**config.mk**
```make
export PLATFORM = sky130hd
export DESIGN_NAME = cpu_step_ctrl
export DESIGN_NICKNAME = d
export VERILOG_FILES = /design/src/rtl/cpu_ctrl_pkg.sv /design/src/rtl/btn_debounce.sv /design/src/rtl/cpu_step_ctrl.sv
export SDC_FILE = /design/constraint.sdc
export NUM_CORES = 1
export LEC_CHECK = 0
export ABC_AREA = 1
export BUFFER_PORTS_ARGS = -buffer_cell sky130_fd_sc_hd__buf_2
export CORE_MARGIN = 4
export CORE_UTILIZATION = 60
export DETAILED_ROUTE_END_ITERATION = 7
export GPL_TIMING_DRIVEN = 0
export PLACE_DENSITY = 0.82
export SKIP_LAST_GASP = 1
export SLEW_MARGIN = 20
export SYNTH_ARGS = -nofsm -noshare
export SYNTH_HDL_FRONTEND = slang
export SYNTH_SLANG_ARGS = --single-unit
```
**constraint.sdc**
```tcl
create_clock -name CLK_12MHz -period 8.39 [get_ports CLK_12MHz]
set_clock_uncertainty 0.1 [all_clocks]
set_input_delay 0.839 -clock CLK_12MHz [delete_from_list [all_inputs] [get_ports CLK_12MHz]]
set_output_delay 0.839 -clock CLK_12MHz [all_outputs]
set_load 0.05 [all_outputs]
```
**src/rtl/cpu_ctrl_pkg.sv**
```systemverilog
// Shared types and defaults for the core run-control front end.
package cpu_ctrl_pkg;

  typedef enum logic [1:0] {
    CORE_RST = 2'd0,
    PAUSED   = 2'd1,
    RUN      = 2'd2,
    HALTED   = 2'd3
  } state_t;

  localparam logic [7:0] HALT_OPCODE = 8'h70;

  localparam int DEF_DEBOUNCE_BITS = 16;
  localparam int DEF_TICK_BITS     = 11;
  localparam int DEF_RST_CYCLES    = 4;

endpackage

```
**src/rtl/btn_debounce.sv**
```systemverilog
// Pushbutton conditioner: 2-flop sync, stability counter,
// one-clock pulse on a debounced press (1 -> 0).
import cpu_ctrl_pkg::*;

module btn_debounce #(
  parameter int DEBOUNCE_BITS = DEF_DEBOUNCE_BITS
) (
  input  logic clk,
  input  logic rst,
  input  logic btn_n,
  output logic press
);

  logic [1:0]               sync;
  logic [DEBOUNCE_BITS-1:0] cnt;
  logic                     level;
  logic                     level_d;

  always_ff @(posedge clk or posedge rst) begin
    if (rst) begin
      sync    <= 2'b11;
      cnt     <= '0;
      level   <= 1'b1;
      level_d <= 1'b1;
      press   <= 1'b0;
    end else begin
      sync    <= {sync[0], btn_n};
      level_d <= level;
      press   <= level_d & ~level;
      // count only while a change is pending; any agreement restarts it
      if (sync[1] == level) begin
        cnt <= '0;
      end else if (&cnt) begin
        level <= sync[1];
        cnt   <= '0;
      end else begin
        cnt <= cnt + 1'b1;
      end
    end
  end

endmodule

```
**src/rtl/cpu_step_ctrl.sv**
```systemverilog
// Run/pause/step/reset control producing the core clock-enable,
// reset request, status bits and a strobe counter.
import cpu_ctrl_pkg::*;

module cpu_step_ctrl #(
  parameter int DEBOUNCE_BITS = DEF_DEBOUNCE_BITS,
  parameter int TICK_BITS     = DEF_TICK_BITS,
  parameter int RST_CYCLES    = DEF_RST_CYCLES
) (
  input  logic       CLK_12MHz,
  input  logic       RST,
  input  logic       btn_run_n,
  input  logic       btn_step_n,
  input  logic       btn_reset_n,
  input  logic       halt_in,
  output logic       cpu_en,
  output logic       cpu_rst,
  output logic       running,
  output logic       halted,
  output logic [7:0] step_count
);

  localparam logic [3:0] RST_LAST = 4'(RST_CYCLES - 1);

  logic run_press;
  logic step_press;
  logic rst_press;

  btn_debounce #(.DEBOUNCE_BITS(DEBOUNCE_BITS)) u_run (
    .clk   (CLK_12MHz),
    .rst   (RST),
    .btn_n (btn_run_n),
    .press (run_press)
  );

  btn_debounce #(.DEBOUNCE_BITS(DEBOUNCE_BITS)) u_step (
    .clk   (CLK_12MHz),
    .rst   (RST),
    .btn_n (btn_step_n),
    .press (step_press)
  );

  btn_debounce #(.DEBOUNCE_BITS(DEBOUNCE_BITS)) u_reset (
    .clk   (CLK_12MHz),
    .rst   (RST),
    .btn_n (btn_reset_n),
    .press (rst_press)
  );

  state_t               state;
  state_t               nxt;
  logic [3:0]           rst_cnt;
  logic [3:0]           rst_cnt_nxt;
  logic [TICK_BITS-1:0] tick_cnt;
  logic [TICK_BITS-1:0] tick_nxt;
  logic                 en_nxt;

  // event priority: reset > halt > run > step
  always_comb begin
    nxt         = state;
    rst_cnt_nxt = rst_cnt;
    tick_nxt    = tick_cnt;
    en_nxt      = 1'b0;
    unique case (state)
      CORE_RST: begin
        if (rst_press) begin
          rst_cnt_nxt = '0;
        end else if (rst_cnt == RST_LAST) begin
          nxt         = PAUSED;
          rst_cnt_nxt = '0;
        end else begin
          rst_cnt_nxt = rst_cnt + 1'b1;
        end
      end
      PAUSED: begin
        if (rst_press) begin
          nxt         = CORE_RST;
          rst_cnt_nxt = '0;
        end else if (halt_in) begin
          nxt = HALTED;
        end else if (run_press) begin
          nxt      = RUN;
          tick_nxt = '0;
        end else if (step_press) begin
          en_nxt = 1'b1;
        end
      end
      RUN: begin
        tick_nxt = tick_cnt + 1'b1;
        if (rst_press) begin
          nxt         = CORE_RST;
          rst_cnt_nxt = '0;
        end else if (halt_in) begin
          nxt = HALTED;
        end else if (run_press) begin
          nxt = PAUSED;
        end else if (&tick_cnt) begin
          en_nxt = 1'b1;
        end
      end
      HALTED: begin
        if (rst_press) begin
          nxt         = CORE_RST;
          rst_cnt_nxt = '0;
        end
      end
    endcase
  end

  always_ff @(posedge CLK_12MHz or posedge RST) begin
    if (RST) begin
      state      <= CORE_RST;
      rst_cnt    <= '0;
      tick_cnt   <= '0;
      step_count <= '0;
      cpu_en     <= 1'b0;
      cpu_rst    <= 1'b1;
      running    <= 1'b0;
      halted     <= 1'b0;
    end else begin
      state    <= nxt;
      rst_cnt  <= rst_cnt_nxt;
      tick_cnt <= tick_nxt;
      cpu_en   <= en_nxt;
      cpu_rst  <= (nxt == CORE_RST);
      running  <= (nxt == RUN);
      halted   <= (nxt == HALTED);
      if (nxt == CORE_RST) begin
        step_count <= '0;
      end else if (en_nxt) begin
        step_count <= step_count + 1'b1;
      end
    end
  end

endmodule

```
* Yosys cells after proc, flatten, opt, wreduce, memory -nomap -nowiden *
Cells that the tools add are included.
Widths: inputs -> output; s select.

cells by class
  $add $sub $neg = 6
  multiply operators = 0
  divide/modulo/power cells = 0
  $lt $le $gt $ge = 0
  equal/unequal tests = 13
  shift operators = 0
  multiplexer cells = 35
  bitwise operators = 9
  reduce and logical (&&, ||, !) cells = 13

operators with widths
  operator               count
  $mux 16                6
  $reduce_and 17->1      3
  $add 16x1->16 const B  3
  $reduce_and 16->1      3
  $mux 11                3
  $pmux 11 s2            1
  $mux 2                 9
  $mux 8                 2
  $mux 4                 3
  $add 11x1->11 const B  1
  $reduce_and 11->1      1
  $add 8x1->8 const B    1
  $eq 2x2->1 const B     4
  $mux 1                 8
  $pmux 2 s4             1
  $pmux 4 s2             1
  $not 1->1              6
  $add 4x1->4 const B    1
  $eq 4x2->1 const B     1
  $logic_not 2->1        2
  $ne 2x1->1 const B     2
  $ne 2x2->1 const B     2
  $reduce_and 4->1       1
  $reduce_bool 2->1      2
  other kinds (5)        9

word-level totals
  flip-flop bits (word level) = 92
  bits in latches = 0
  RAM bits = 0
  memory bits (read-only) = 0
  bits of input ports = 6
  word-level logic and storage cells = 99
  memories kept = 0

* Longest topological paths before layout *
  depth in word-level cells = 8
  depth in mapped cells = 12

* Cells and area by module *
From an unflattened synthesis, not the netlist that was laid out.

unflattened totals
  cell total of the unflattened synthesis = 635
  area total of the unflattened synthesis = 5034.8 µm²

modules (own cells, without submodules)
  module         times used  cells an instance  area each (µm²)  sequential area each (µm²)
  btn_debounce   3           137                1109.8           530.5
  cpu_step_ctrl  1           224                1705.4           726.9

* Worst setup path before layout *
No wires, ideal clock.

  path kind = input-to-reg
  from = in halt_in
  to = reg step_count[2]
  library setup time = 0.117 ns
  arrival = 1.504 ns
  required time = 8.173 ns
  path slack = 6.669 ns
  cell stages on the path = 8
  buffers on the path = 0
  cells stage by stage = nor2_1 nand2_1 nand2_1 nand2_1 a21boi_1 nand2_2 inv_2 nor2_1

between the ends
  word-level cells in the longest chain between the ends = 5
  elaborated cells between the ends (all ways) = 13

RTL lines
  element                                      RTL line                                  source
  start: declaration                           cpu_step_ctrl.sv:15                       input logic halt_in,
  $mux 2, on equally long branches             cpu_step_ctrl.sv:93, cpu_step_ctrl.sv:79
  $mux 2, on equally long branches             cpu_step_ctrl.sv:90, cpu_step_ctrl.sv:76
  $pmux 2 s4                                   cpu_step_ctrl.sv:64                       unique case (state)
  $logic_not 2->1                              cpu_step_ctrl.sv:128                      if (nxt == CORE_RST) begin
  $mux 8 or $reduce_bool 2->1 (tied branches)  -
  end signal: assignment                       cpu_step_ctrl.sv:131                      step_count <= step_count + 1'b1;
  end: declaration                             cpu_step_ctrl.sv:20                       output logic [7:0] step_count

Parallel ways exist; a longest one is shown, timed or not.
A chain may end at the register's enable or synchronous reset.

* Worst setup path after layout *
  from = reg cpu_rst
  to = out cpu_rst

RTL lines
  element                   RTL line              source
  start: declaration        cpu_step_ctrl.sv:17   output logic cpu_rst,
  start signal: assignment  cpu_step_ctrl.sv:125  cpu_rst <= (nxt == CORE_RST);

No word-level cell between the ends.

==> results.md <==
* Max rail drop VDD at 104.0 uV
* Hold_sp: u_reset.sync[0]
* CP Class: flop to output port
* IO Pins at 18
* Reg-to-reg startpoint: state[0]
* Post-synthesis sequential area ratio at a little under half
* Total GRT Usage at 20.33%
* Initial DRC Count at between 150 and 200
* Root buf cell: clkbuf_8
* First-pass DRT Iterations at 4
* Critical path data arrival time at around 1.1 ns
* Synthesized area per cell at ~8 um^2
* Synth warn at 0
* Most numerous cell in the Yosys netlist: nand2_1
* Switch share at 20.26%
* Cell Area, Placed at 5151 um^2
* Mux cell area share after synthesis at 0%
* Top cells by count, synth: nand2_1, inv_1, dfrtp_1
* Critical-path cell list: buf_2
* R2R depth at 9
* Clock Latency Late Sink at about 0.35 ns
* DRC at 0
* Total CTS buffers at 9
* N_diodes at 0
* WP data required at 7.45 ns
* Sequential power share at a little over half
* Reg clk slew, reported paths at approximately 0.090 ns
* Register bit total from synthesis at 92
* Cells taking the most area after synthesis: dfrtp_1, nand2_1, dfstp_2
* Vias in the first global route at roughly 3900
* Setup TNS at 0 ns
* Cell variety after synth at 39
* Worst slew margin at about 60%
* Site Rows at 32
* WL final at about 9 mm
* Die Y at 98.52 um
* Area of the die at about 9700 um^2
* Final RePlAce weighted congestion at slightly below 0.9
* Placed Cells at around 700
* Clock share of power at 42.4%
* Pin count of the biggest net entering global routing at just under 50
* Post-synthesis cell count at 599
* H-tree depth at 3
* WL per Instance at 12.63 um
* Clk sink count at 92
* Logic gate share of total power at approximately 3.0%
* Post-Synth Simple-Gate Area at around a third
* Post-layout min period at slightly above 2 ns
* First-pass GRT wire length at 16.53 mm
* Die width at 98.52 um
* Power Dens Cells at roughly 150 nW/um^2
* Lkg Pwr at approximately 0.0026 uW
* Largest family of logic cells by synthesized area: simple AND/OR/NAND/NOR gates
* Endpoint type of the worst setup path: output port
* Grt total ovfl at 0
* Post-synth EDFFs at 0
* Period utilization at 24.46%
* Mapped Nets at approximately 620
* Leading area contributor after synthesis: dfrtp_1
* Mapped Area at 4916 um^2
* Max Fclk at around 500 MHz
* Hold Path Sink: u_reset.sync[1]
* Adder-cell share of the synthesized area at about 2.5%
* CTS tree: done
* Post-DRT Antenna Nets at 0
* Post-CTS setup repair buffer count at 0
* Crit-path max cell delay at ~0.52 ns
* Psw at approximately 170 uW
* Max Cap Viol at 0
* Nets@finish at approximately 640
* Share of layout cells above drive strength 1 at 15.98%
* Buffers on Ports at 17
* RSZ-0062 raised after global routing: false
* Reg-to-reg endpoint: step_count[7]
* Worst Setup Start Kind: flop
* Worst Hold Path Cells at 0
* Core Box Area at approximately 7800 um^2
* Internal Dissipation at 661.4 uW
* Synth Area in Compound Gates at around 3.7%
* Final instance area at about 5400 um^2
* CP max FO at 1
* Crit path max-delay cell type: dfstp_2
* Initial antenna violation count at 0
* Area grow syn2layout at 9.672%
* Post-synthesis async set-or-reset flop share at 100.0%
* Worst Tran Pin Value at 0.5913 ns
* Slew Viols, Final at 0
* Final setup vio count at 0
* Worst path bufs/invs at 1
* Fin. Hold Viols at 0
* Outcome: completed
* # resized after CTS at 0
* Routed vias/inst at 5.281
* Cell family with most CP delay: flip-flops
* Primary FF master, synth: dfrtp_1
* Worst-case clock buffer depth at 2
* Reg2reg setup slack at ~6.5 ns
* DP Wirelength at a little under 7 mm
* Synth top area share at between 40 and 50%
* Post-CTS Hold Buffers at 0
* Fin cells at between 700 and 800
* Via Count at between 3000 and 4000
* Xor/xnor share of the synthesized area at between 4 and 5%
* Starting Density at a little over three fifths
* Worst Hold Class: flop to flop
## final cells by class
type                    count  area [um^2]
plain buffers               5        35.03
clock buffers              11        141.4
clock inverters             4        98.84
fillers                   629         2456
inverters                  92        347.8
multi-input cells         410         2217
flip-flops and latches     92         2318
well taps                 102        127.6
repair buffers             18        105.1
## metrics by stage
stage	setup WS [ns]	total power, uW	util (%)	hold WS (ns)
after global placement	4.060	485.0	65.35	0.2460
after floorplan	5.081	478.5	-	0.2452
after CTS	6.308	842.8	68.70	0.2592
after global routing	6.282	865.5	68.70	0.2612
after detailed placement	6.345	487.4	65.64	0.2468
final	6.337	829.4	68.70	0.2575
## cell usage in the layout, fill, tap and decap left out, drive strengths merged, types with 3 or more instances in the layout
master,n
a21oi,7
xnor2,7
buf,22
o21ai,18
dfstp,13
nor3,22
o21bai,3
nand2,143
nor2,90
bufinv,3
nor3b,5
ha,10
nand4,29
dfrtp,79
xor2,20
nand3,51
clkbuf,12
inv,92
## kinds of logic after synthesis
logic type | after synthesis
AOI/OAI and AO/OA | 31
DFF | 92
xor gates and xnor gates | 27
adders and majority gates | 10
buffers and inverters | 97
and+or+nand+nor | 342
## sequential cells by signal, summed over array words and instances (netlist names), 2 cells and up
| signal | cells |
|---|---|
| rst_cnt | 4 |
| state | 2 |
| step_count | 8 |
| tick_cnt | 11 |
| u_reset.cnt | 16 |
| u_reset.sync | 2 |
| u_run.cnt | 16 |
| u_run.sync | 2 |
| u_step.cnt | 16 |
| u_step.sync | 2 |
## power by group through the flow
stage                     combinational [uW]  clock [uW]  sequential [uW]
after floorplan                         17.7           0              461
after global placement                  23.7           0              461
after detailed placement                25.8           0              462
after CTS                               26.0         364              453
after global routing                    28.8         383              454
final                                   24.9         352              453
## worst max-delay path by stage
stage	depth (start not counted)	from	slack, ns	to
floorplan	1	RST	5.08	cpu_en
global placement	2	RST	4.06	u_step.press
detailed placement	9	halt_in	6.35	step_count[6]
CTS	1	cpu_rst	6.31	cpu_rst
global route	1	cpu_rst	6.28	cpu_rst
finish	1	cpu_rst	6.34	cpu_rst
## routing by layer
layer | track usage [%] | share of wire (%)
met1 | 24.50 | 44
met2 | 36.51 | 51
met3 | 4.388 | 3.6
met4 | 5.987 | 1.4
met5 | 0 | 0
Power figures use the tool's default switching activity.
